==> config.mk <==
export PLATFORM = sky130hd
export DESIGN_NAME = vz_ram_injector_flat
export DESIGN_NICKNAME = d
export VERILOG_FILES = /design/src/rtl/vz_ram_injector_if.sv /design/src/rtl/vz_ram_injector.sv /design/src/flat_wrapper.sv
export SDC_FILE = /design/constraint.sdc
export NUM_CORES = 1
export LEC_CHECK = 0
export BUFFER_PORTS_ARGS = -buffer_cell sky130_fd_sc_hd__buf_2
export CORE_MARGIN = 2
export CORE_UTILIZATION = 30
export CTS_BUF_LIST = sky130_fd_sc_hd__clkbuf_2
export DETAILED_ROUTE_END_ITERATION = 6
export PLACE_DENSITY = 0.55
export SETUP_SLACK_MARGIN = 0.15
export SLEW_MARGIN = 20
export SYNTH_ARGS = -nofsm -noshare
export SYNTH_HDL_FRONTEND = slang
export SYNTH_SLANG_ARGS = --single-unit
==> constraint.sdc <==
create_clock -name I_CLK -period 2.03 [get_ports I_CLK]
set_input_delay 0.1015 -clock I_CLK [delete_from_list [all_inputs] [get_ports I_CLK]]
set_output_delay 0.1015 -clock I_CLK [all_outputs]
set_load 0.05 [all_outputs]
==> src/rtl/vz_ram_injector_if.sv <==
// Loader / CPU-port / RAM-write signal bundle for vz_ram_injector.
// The checksum signal exists only when VZ_INJ_CHECKSUM_EN is defined.
interface vz_ram_injector_if;
    logic        ld_wr;
    logic [15:0] ld_addr;
    logic [7:0]  ld_data;
    logic        ld_busy;
    logic        cpu_mreq;
    logic [15:0] ram_addr;
    logic [7:0]  ram_din;
    logic        ram_we;
    logic        cpu_wait;
    logic        overflow;
    logic        done;
`ifdef VZ_INJ_CHECKSUM_EN
    logic [7:0]  checksum;

    modport master (
        output ld_wr, ld_addr, ld_data, ld_busy, cpu_mreq,
        input  ram_addr, ram_din, ram_we, cpu_wait, overflow, done, checksum
    );
    modport slave (
        input  ld_wr, ld_addr, ld_data, ld_busy, cpu_mreq,
        output ram_addr, ram_din, ram_we, cpu_wait, overflow, done, checksum
    );
`else
    modport master (
        output ld_wr, ld_addr, ld_data, ld_busy, cpu_mreq,
        input  ram_addr, ram_din, ram_we, cpu_wait, overflow, done
    );
    modport slave (
        input  ld_wr, ld_addr, ld_data, ld_busy, cpu_mreq,
        output ram_addr, ram_din, ram_we, cpu_wait, overflow, done
    );
`endif
endinterface

==> src/rtl/vz_ram_injector.sv <==
// Queues loader byte writes and injects them into RAM in cycles the CPU leaves free.
// Optional running byte checksum enabled by defining VZ_INJ_CHECKSUM_EN.
module vz_ram_injector #(
    parameter int unsigned DEPTH = 4
) (
    input  logic                 I_CLK,
    input  logic                 I_RST,
    vz_ram_injector_if.slave     bus
);

    localparam int unsigned PTR_W = (DEPTH > 1) ? $clog2(DEPTH) : 1;
    localparam int unsigned CNT_W = PTR_W + 1;
    localparam int unsigned AW    = 16;
    localparam int unsigned DW    = 8;

    typedef struct packed {
        logic [AW-1:0] addr;
        logic [DW-1:0] data;
    } entry_t;

    typedef enum logic [1:0] {
        IDLE  = 2'd0,
        ARM   = 2'd1,
        WRITE = 2'd2,
        DRAIN = 2'd3
    } state_t;

    state_t          state_q, state_d;
    entry_t          mem_q [DEPTH];
    logic [PTR_W-1:0] wr_ptr_q, wr_ptr_d;
    logic [PTR_W-1:0] rd_ptr_q, rd_ptr_d;
    logic [CNT_W-1:0] count_q, count_d;
    logic [AW-1:0]   last_addr_q, last_addr_d;
    logic            ld_wr_q;
    logic            ld_busy_q;
    logic [AW-1:0]   ram_addr_q, ram_addr_d;
    logic [DW-1:0]   ram_din_q, ram_din_d;
    logic            ram_we_q, ram_we_d;
    logic            cpu_wait_q, cpu_wait_d;
    logic            done_q, done_d;
    logic            overflow_q, overflow_d;
`ifdef VZ_INJ_CHECKSUM_EN
    logic [DW-1:0]   checksum_q, checksum_d;
`endif

    logic   accept;
    logic   busy_rise;
    logic   full;
    logic   empty;
    logic   push;
    logic   pop;
    entry_t head;

    assign head = mem_q[rd_ptr_q];

    // Next-state, FIFO bookkeeping and registered-output values
    always_comb begin
        state_d     = state_q;
        wr_ptr_d    = wr_ptr_q;
        rd_ptr_d    = rd_ptr_q;
        count_d     = count_q;
        last_addr_d = last_addr_q;
        ram_addr_d  = ram_addr_q;
        ram_din_d   = ram_din_q;
        ram_we_d    = 1'b0;
        cpu_wait_d  = 1'b0;
        done_d      = 1'b0;
        overflow_d  = overflow_q;
`ifdef VZ_INJ_CHECKSUM_EN
        checksum_d  = checksum_q;
`endif

        // A held strobe only counts again once the address moves on
        accept    = bus.ld_wr && (!ld_wr_q || (bus.ld_addr != last_addr_q));
        busy_rise = bus.ld_busy && !ld_busy_q;
        full      = (count_q == CNT_W'(DEPTH));
        empty     = (count_q == '0);
        pop       = (state_q == WRITE);
        push      = accept && (!full || pop);

        if (accept) begin
            last_addr_d = bus.ld_addr;
        end

        if (push) begin
            wr_ptr_d = wr_ptr_q + PTR_W'(1);
        end
        if (pop) begin
            rd_ptr_d = rd_ptr_q + PTR_W'(1);
        end
        case ({push, pop})
            2'b10:   count_d = count_q + CNT_W'(1);
            2'b01:   count_d = count_q - CNT_W'(1);
            default: count_d = count_q;
        endcase

        case (state_q)
            IDLE: begin
                if (!empty) begin
                    state_d = ARM;
                end
            end
            ARM: begin
                if (!bus.cpu_mreq) begin
                    ram_addr_d = head.addr;
                    ram_din_d  = head.data;
                    state_d    = WRITE;
                end
            end
            WRITE: begin
                if ((count_q > CNT_W'(1)) || push) begin
                    state_d = ARM;
                end else begin
                    state_d = DRAIN;
                end
            end
            DRAIN: begin
                if (!empty) begin
                    state_d = ARM;
                end else if (!bus.ld_busy) begin
                    done_d  = 1'b1;
                    state_d = IDLE;
                end
            end
            default: state_d = IDLE;
        endcase

        ram_we_d   = (state_d == WRITE);
        cpu_wait_d = bus.ld_busy || (count_d != '0) || (state_d != IDLE);

        // A drop in the same cycle as a new load start still reports
        if (busy_rise) begin
            overflow_d = 1'b0;
        end
        if (accept && full && !pop) begin
            overflow_d = 1'b1;
        end

`ifdef VZ_INJ_CHECKSUM_EN
        checksum_d = (busy_rise ? '0 : checksum_q) + (ram_we_q ? ram_din_q : '0);
`endif
    end

    // State and control registers
    always_ff @(posedge I_CLK) begin
        if (I_RST) begin
            state_q     <= IDLE;
            wr_ptr_q    <= '0;
            rd_ptr_q    <= '0;
            count_q     <= '0;
            last_addr_q <= '0;
            ld_wr_q     <= 1'b0;
            ld_busy_q   <= 1'b0;
            ram_addr_q  <= '0;
            ram_din_q   <= '0;
            ram_we_q    <= 1'b0;
            cpu_wait_q  <= 1'b0;
            done_q      <= 1'b0;
            overflow_q  <= 1'b0;
`ifdef VZ_INJ_CHECKSUM_EN
            checksum_q  <= '0;
`endif
        end else begin
            state_q     <= state_d;
            wr_ptr_q    <= wr_ptr_d;
            rd_ptr_q    <= rd_ptr_d;
            count_q     <= count_d;
            last_addr_q <= last_addr_d;
            ld_wr_q     <= bus.ld_wr;
            ld_busy_q   <= bus.ld_busy;
            ram_addr_q  <= ram_addr_d;
            ram_din_q   <= ram_din_d;
            ram_we_q    <= ram_we_d;
            cpu_wait_q  <= cpu_wait_d;
            done_q      <= done_d;
            overflow_q  <= overflow_d;
`ifdef VZ_INJ_CHECKSUM_EN
            checksum_q  <= checksum_d;
`endif
        end
    end

    // FIFO storage; stale contents are unreachable once the pointers reset
    always_ff @(posedge I_CLK) begin
        if (push) begin
            mem_q[wr_ptr_q] <= '{addr: bus.ld_addr, data: bus.ld_data};
        end
    end

    assign bus.ram_addr = ram_addr_q;
    assign bus.ram_din  = ram_din_q;
    assign bus.ram_we   = ram_we_q;
    assign bus.cpu_wait = cpu_wait_q;
    assign bus.done     = done_q;
    assign bus.overflow = overflow_q;
`ifdef VZ_INJ_CHECKSUM_EN
    assign bus.checksum = checksum_q;
`endif

endmodule

==> src/flat_wrapper.sv <==
// flat-port wrapper written by rule: the top's interface ports become plain ports
module vz_ram_injector_flat 
#(
    parameter int unsigned DEPTH = 4
)
  (I_CLK, I_RST, bus_ld_wr, bus_ld_addr, bus_ld_data, bus_ld_busy, bus_cpu_mreq, bus_ram_addr, bus_ram_din, bus_ram_we, bus_cpu_wait, bus_overflow, bus_done);
  vz_ram_injector_if bus_i ();
  input  logic I_CLK;
  input  logic I_RST;
  input wire logic [$bits(bus_i.ld_wr)-1:0] bus_ld_wr;
  input wire logic [$bits(bus_i.ld_addr)-1:0] bus_ld_addr;
  input wire logic [$bits(bus_i.ld_data)-1:0] bus_ld_data;
  input wire logic [$bits(bus_i.ld_busy)-1:0] bus_ld_busy;
  input wire logic [$bits(bus_i.cpu_mreq)-1:0] bus_cpu_mreq;
  output wire logic [$bits(bus_i.ram_addr)-1:0] bus_ram_addr;
  output wire logic [$bits(bus_i.ram_din)-1:0] bus_ram_din;
  output wire logic [$bits(bus_i.ram_we)-1:0] bus_ram_we;
  output wire logic [$bits(bus_i.cpu_wait)-1:0] bus_cpu_wait;
  output wire logic [$bits(bus_i.overflow)-1:0] bus_overflow;
  output wire logic [$bits(bus_i.done)-1:0] bus_done;
  assign bus_i.ld_wr = bus_ld_wr;
  assign bus_i.ld_addr = bus_ld_addr;
  assign bus_i.ld_data = bus_ld_data;
  assign bus_i.ld_busy = bus_ld_busy;
  assign bus_i.cpu_mreq = bus_cpu_mreq;
  assign bus_ram_addr = bus_i.ram_addr;
  assign bus_ram_din = bus_i.ram_din;
  assign bus_ram_we = bus_i.ram_we;
  assign bus_cpu_wait = bus_i.cpu_wait;
  assign bus_overflow = bus_i.overflow;
  assign bus_done = bus_i.done;
  vz_ram_injector #(.DEPTH(DEPTH)) u_core (.I_CLK(I_CLK), .I_RST(I_RST), .bus(bus_i));
endmodule
Yosys cells after proc, flatten, opt, wreduce, memory -nomap -nowiden. Memories as Yosys holds them, arrays and structs flattened. A register that Yosys moved wholly into a read port is not among the register bits. Index checks and enable logic that the tools add are counted.

Register bits after elaboration: 31. RAM bits: 96. Input bits: 29. Output and inout bits: 28. Logic and storage cells: 61. Memories kept: 1.

Memory list: u_core.mem_q (depth 4, bits a word 24, rd ports 1, clocked after memory_dff 1, write ports 1, RTL line vz_ram_injector.sv:29) `entry_t mem_q [DEPTH];`.

$add $sub $neg: 4. $lt $le $gt $ge: 1. Equal/unequal tests: 8. Mux-type cells: 12. Bitwise logic cells: 3. Reductions and logical operators: 21.

Operators with widths (count): 16-bit inequality test (1); 2-bit 2-to-1 mux (5); 2-bit == test, second input constant (4); 2-bit case mux with 4 select lines (1); 3-bit case mux with 2 select lines (1); 1-bit logical AND (5); 1-bit logical OR (5); 1-bit 2-to-1 mux (5); 2-bit by 1-bit adder with 2-bit output, second input constant (2); 2-bit by 1-bit == test with 1-bit output, second input constant (2); 1-bit zero test (4); 2-bit nonzero test (2); 3-bit by 1-bit adder with 3-bit output, second input constant (1); 3-bit == test, second input constant (1); 3-bit by 1-bit greater-than comparator with 1-bit output, second input constant (1); 3-bit zero test (1); 1-bit NOT (3); 3-bit nonzero test (1); 3-bit OR reduction (1); 3-bit by 1-bit subtractor with 3-bit output, second input constant (1); 2-bit zero test (1); 2-bit AND reduction (1).

Logic depth before layout (Yosys ltp).
Depth after elaboration: 9. Depth in mapped cells: 8. Gate-level depth less buffers: 8.

Least setup slack after synthesis. Ideal clock, no wire load.

Kind: reg2reg. From: reg u_core.last_addr_q[10]. To: mem u_core.mem_q[0][0] in the netlist's numbering, enable pin. Arrival: 1760 ps. Required time: 1647 ps. Slack: -113 ps. Cell stages (with the launch flop): 8. Period minus slack after synthesis: 2143 ps. Cells stage by stage: dfxtp_1 -> xnor2_1 -> nand4_1 -> or2_1 -> clkbuf_1 -> o21ai_4 -> nor2b_1 -> and2_1.

Cells in the longest elaborated chain, start to end: 6.

RTL lines: start: declaration (RTL line vz_ram_injector.sv:33) `logic [AW-1:0] last_addr_q, last_addr_d;`; start signal: assignment (RTL line vz_ram_injector.sv:168) `last_addr_q <= last_addr_d;`; 16-bit inequality test (RTL line vz_ram_injector.sv:74) `accept = bus.ld_wr && (!ld_wr_q || (bus.ld_addr != last_addr_q));`; 1-bit logical OR (RTL line vz_ram_injector.sv:74); 1-bit logical AND (RTL line vz_ram_injector.sv:74); 1-bit logical AND (RTL line vz_ram_injector.sv:79) `push = accept && (!full || pop);`; 1-bit 2-to-1 mux (RTL line vz_ram_injector.sv:185) `if (push) begin`; 1-bit 2-to-1 mux (not written as such) (RTL line vz_ram_injector.sv:186) `mem_q[wr_ptr_q] <= '{addr: bus.ld_addr, data: bus.ld_data};`; end: declaration (RTL line vz_ram_injector.sv:29).

Every way passes these cells.

Worst setup path in the final report.
From: reg u_core.last_addr_q[12]. To: mem u_core.mem_q[1][2] in the netlist's numbering, enable pin.

Same word-level chain as after synthesis.

==> run metrics <==
DRC violations left 0; number of maximum-capacitance violations 0; area added between synthesis and finish 25.65%; H-Tree Depth 4; leading area contributor after synthesis edfxtp_1; first-pass GRT wire length 19840 µm; Die Y-Extent ~140 µm; Hold Startpoint bus_ld_data[5]; YS warnings 0; synthesized area 0.005892 mm²; endpoint required time on the critical path ~2.6 ns; Max Fclk 520.7 MHz; worst setup slack for register-to-register paths roughly 0.11 ns; post-route total power 6.607 mW; crit-path leading delay family simple AND/OR/NAND/NOR gates; Gate Count Post-Synth around 410; number of antenna repair diodes 0; sequential standard cell area between 0.003 and 0.004 mm²; Congestion Overflow GR 0; Primary FF master, synth edfxtp_1; count of buffers inserted at the top-level ports 56; number of antenna violations at the first check in global routing 0; clock tree from TritonCTS done; number of flops mapped to enable cells by yosys 96; routing layer with the top usage in global route met2; asr flop ratio synth 0%; Max Transition Viols Final 0; maximum number of pins on one net before global-route repair 34; number of nets produced by synthesis ~450; number of buffers inserted during clock tree synthesis 17; number of cell instances on the worst register-to-register path 7; final setup violation count 0; final hold viol count 0; top cell type's share of synthesized area 48.93%; status finished clean; number of ports placed on the die boundary 57; hold worst-path end u_core.mem_q[0][5]; leading cell types in the layout, fill and taps excluded edfxtp_1 (96), nand2_1 (56), buf_2 (56), dfxtp_1 (43), buf_4 (36); Post-Place Cells 745; # clock sinks around 150; met1 usage in global routing between 10% and 20%; unrepaired setup endpoints after global routing true; dpl ws -0.06258 ns; met3 capacity usage during global routing 3.642%; Worst Setup Slack, final 0.1096 ns; footprint of the multi-input gates 0.001919 mm²; maximum vdd drop 0.2733 mV; worst-path cell chain xnor2_1 > nand4_1 > or3_4 > o21ai_4 > nor2b_2 > and2_4 > buf_12; ratio of total power to cell area 892.4 mW/mm²; Die X-Extent 144.1 µm; met2 Track Usage GR 22.33%; most frequent standard cell in the layout excluding fill and tap cells edfxtp_1; share of synthesized area occupied by flip-flops and latches 67.62%; most area-consuming cells after synthesis edfxtp_1 (49%), dfxtp_1 (19%), mux4_2 (9.2%); instance area at placement 0.006710 mm²; syn avg cell area approximately 14 µm²; dpl hpwl around 8400 µm; number of flip-flops and latches in the synthesized netlist 151; Critical Path End Type flop; RR Startpoint u_core.last_addr_q[12]; Leak ~2.7 nW; delay of the slowest cell on the worst path approximately 0.44 ns; area of the die 0.02078 mm²; shortest period the worst path allows 1.920 ns; count of non-filler cells in the finished layout 814; number of cells traversed by the worst hold path 2; number of fillers in the final layout 1887; type of the tightest min-delay check input port to flop; number of antenna-violating nets in the routed design 0; Worst Path Max Fanout 14; post-route setup TNS 0 ns; drt via density roughly 4.5; clock latency of the later-clocked register in the worst-skew pair between 0.7 and 0.8 ns; Worst Hold Slack roughly 0.11 ns; crit path launch type flop; root buffer cell clkbuf_2; Routed WL 12770 µm; initial detailed-routing violation count between 150 and 200; destination of the worst register-to-register timing path u_core.mem_q[1][2]; Slew HR 68.46%; critical path arrival 2.44 ns; Fin Clk Skew 0.02592 ns; overall fraction of global-route tracks in use 12.89%; first-pass detailed-route iteration total 4; count of cell types in the netlist 42; fraction of final layout cells sized beyond drive strength 1 35.15%; # rows just over 50; CTS Buffer Depth 2; kind of critical path flop to flop; vias in the first global route 3776; final core area utilization 38.16%; fin crit share 94.60%; placer's final routability congestion estimate between 0.7 and 0.8; transition time at the pin with the least slew margin 0.4731 ns; number of buffers and inverters on the critical path 1; Net count, final 573; starting utilization of the core area between 30 and 40%; average detailed-routed wire length per instance 15.69 µm; Core Box Area 0.01940 mm²; clock slew at the register clock pins of the worst setup and hold paths between 0.2 and 0.25 ns; vias 3623; Layout Cell Area excl Fill 0.007403 mm²; cell type of the slowest stage on the worst timing path or3_4
## worst register-to-register path: stages (launching register included)
cell and delay, ns:
dfxtp_2 0.38, xnor2_1 0.16, nand4_1 0.14, or3_4 0.44
o21ai_4 0.16, nor2b_2 0.10, and2_4 0.19, buf_12 0.15
## power by group
part / internal [mW] / switching [mW] / total [mW]
combinational: 0.608 / 0.823 / 1.43
sequential: 3.51 / 0.0870 / 3.60
clock: 0.375 / 1.20 / 1.58
total: 4.50 / 2.11 / 6.61
## flip-flops by register name, summed over array words and instances (netlist names)
name and count:
u_core.bus.cpu_wait 1, u_core.bus.done 1, u_core.bus.overflow 1, u_core.bus.ram_addr 16
u_core.bus.ram_din 8, u_core.bus.ram_we 1, u_core.count_q 3, u_core.last_addr_q 16
u_core.ld_busy_q 1, u_core.ld_wr_q 1, u_core.mem_q 96, u_core.rd_ptr_q 2
u_core.state_q 2, u_core.wr_ptr_q 2
## layout make-up
type / count / share of cell area [%]
repair buffers: 125 / 12.34
clock buffers: 17 / 1.149
inverters: 7 / 0.3549
flip-flops and latches: 151 / 54.01
multi-input cells: 234 / 25.93
well taps: 265 / 4.479
clock inverters: 15 / 1.741
## timing repair
item	CTS	global route
pin swaps	14	13
gates cloned	0	3
endpoints found under the setup margin	111	114
hold buffers	28	0
hold endpoints to repair	151	0
buffers inserted	6	0
gates resized for setup	26	13
## cell families after synthesis
logic type	synth area share, %
flip-flops	67.62
AO/OA/AOI/OAI	5.182
AND/OR/NAND/NOR	8.325
adder cells (fa/ha/maj)	1.699
XOR/XNOR	2.973
buffers and inverters	2.145
multiplexers	12.06
## worst max-delay path by stage
stage,depth (start not counted),slack (ns),endpoint,startpoint
floorplan,7,0.1,u_core.mem_q[0][0],u_core.last_addr_q[5]
detailed placement,6,-0.06,u_core.mem_q[0][12],u_core.last_addr_q[0]
CTS,7,0.11,u_core.bus.cpu_wait,u_core.last_addr_q[1]
finish,7,0.11,u_core.mem_q[1][2],u_core.last_addr_q[12]
global placement,9,-0.09,u_core.bus.cpu_wait,u_core.count_q[0]
global route,7,0.05,u_core.bus.cpu_wait,u_core.last_addr_q[13]
## synthesized netlist by cell type, types with 2 or more instances
master / n
a21oi_1: 31
and2_1: 5
buf_1: 4
buf_2: 5
clkbuf_1: 13
dfxtp_1: 55
edfxtp_1: 96
ha_1: 8
inv_1: 7
mux2i_1: 17
mux4_2: 24
nand2_1: 57
nand2b_1: 3
nand3_1: 2
nand4_1: 3
nor2_1: 27
nor2b_1: 5
nor3_1: 5
o211ai_1: 3
or3_1: 2
xnor2_1: 18
xor2_1: 2
## per-layer routing
layer / share of wire (%) / vias to the layer above
li1: - / 1765
met1: 44 / 1778
met2: 50 / 60
met3: 4.2 / 20
met4: 1.8 / 0
met5: 0 / -
Note: power is estimated with default switching activity, not from simulation.
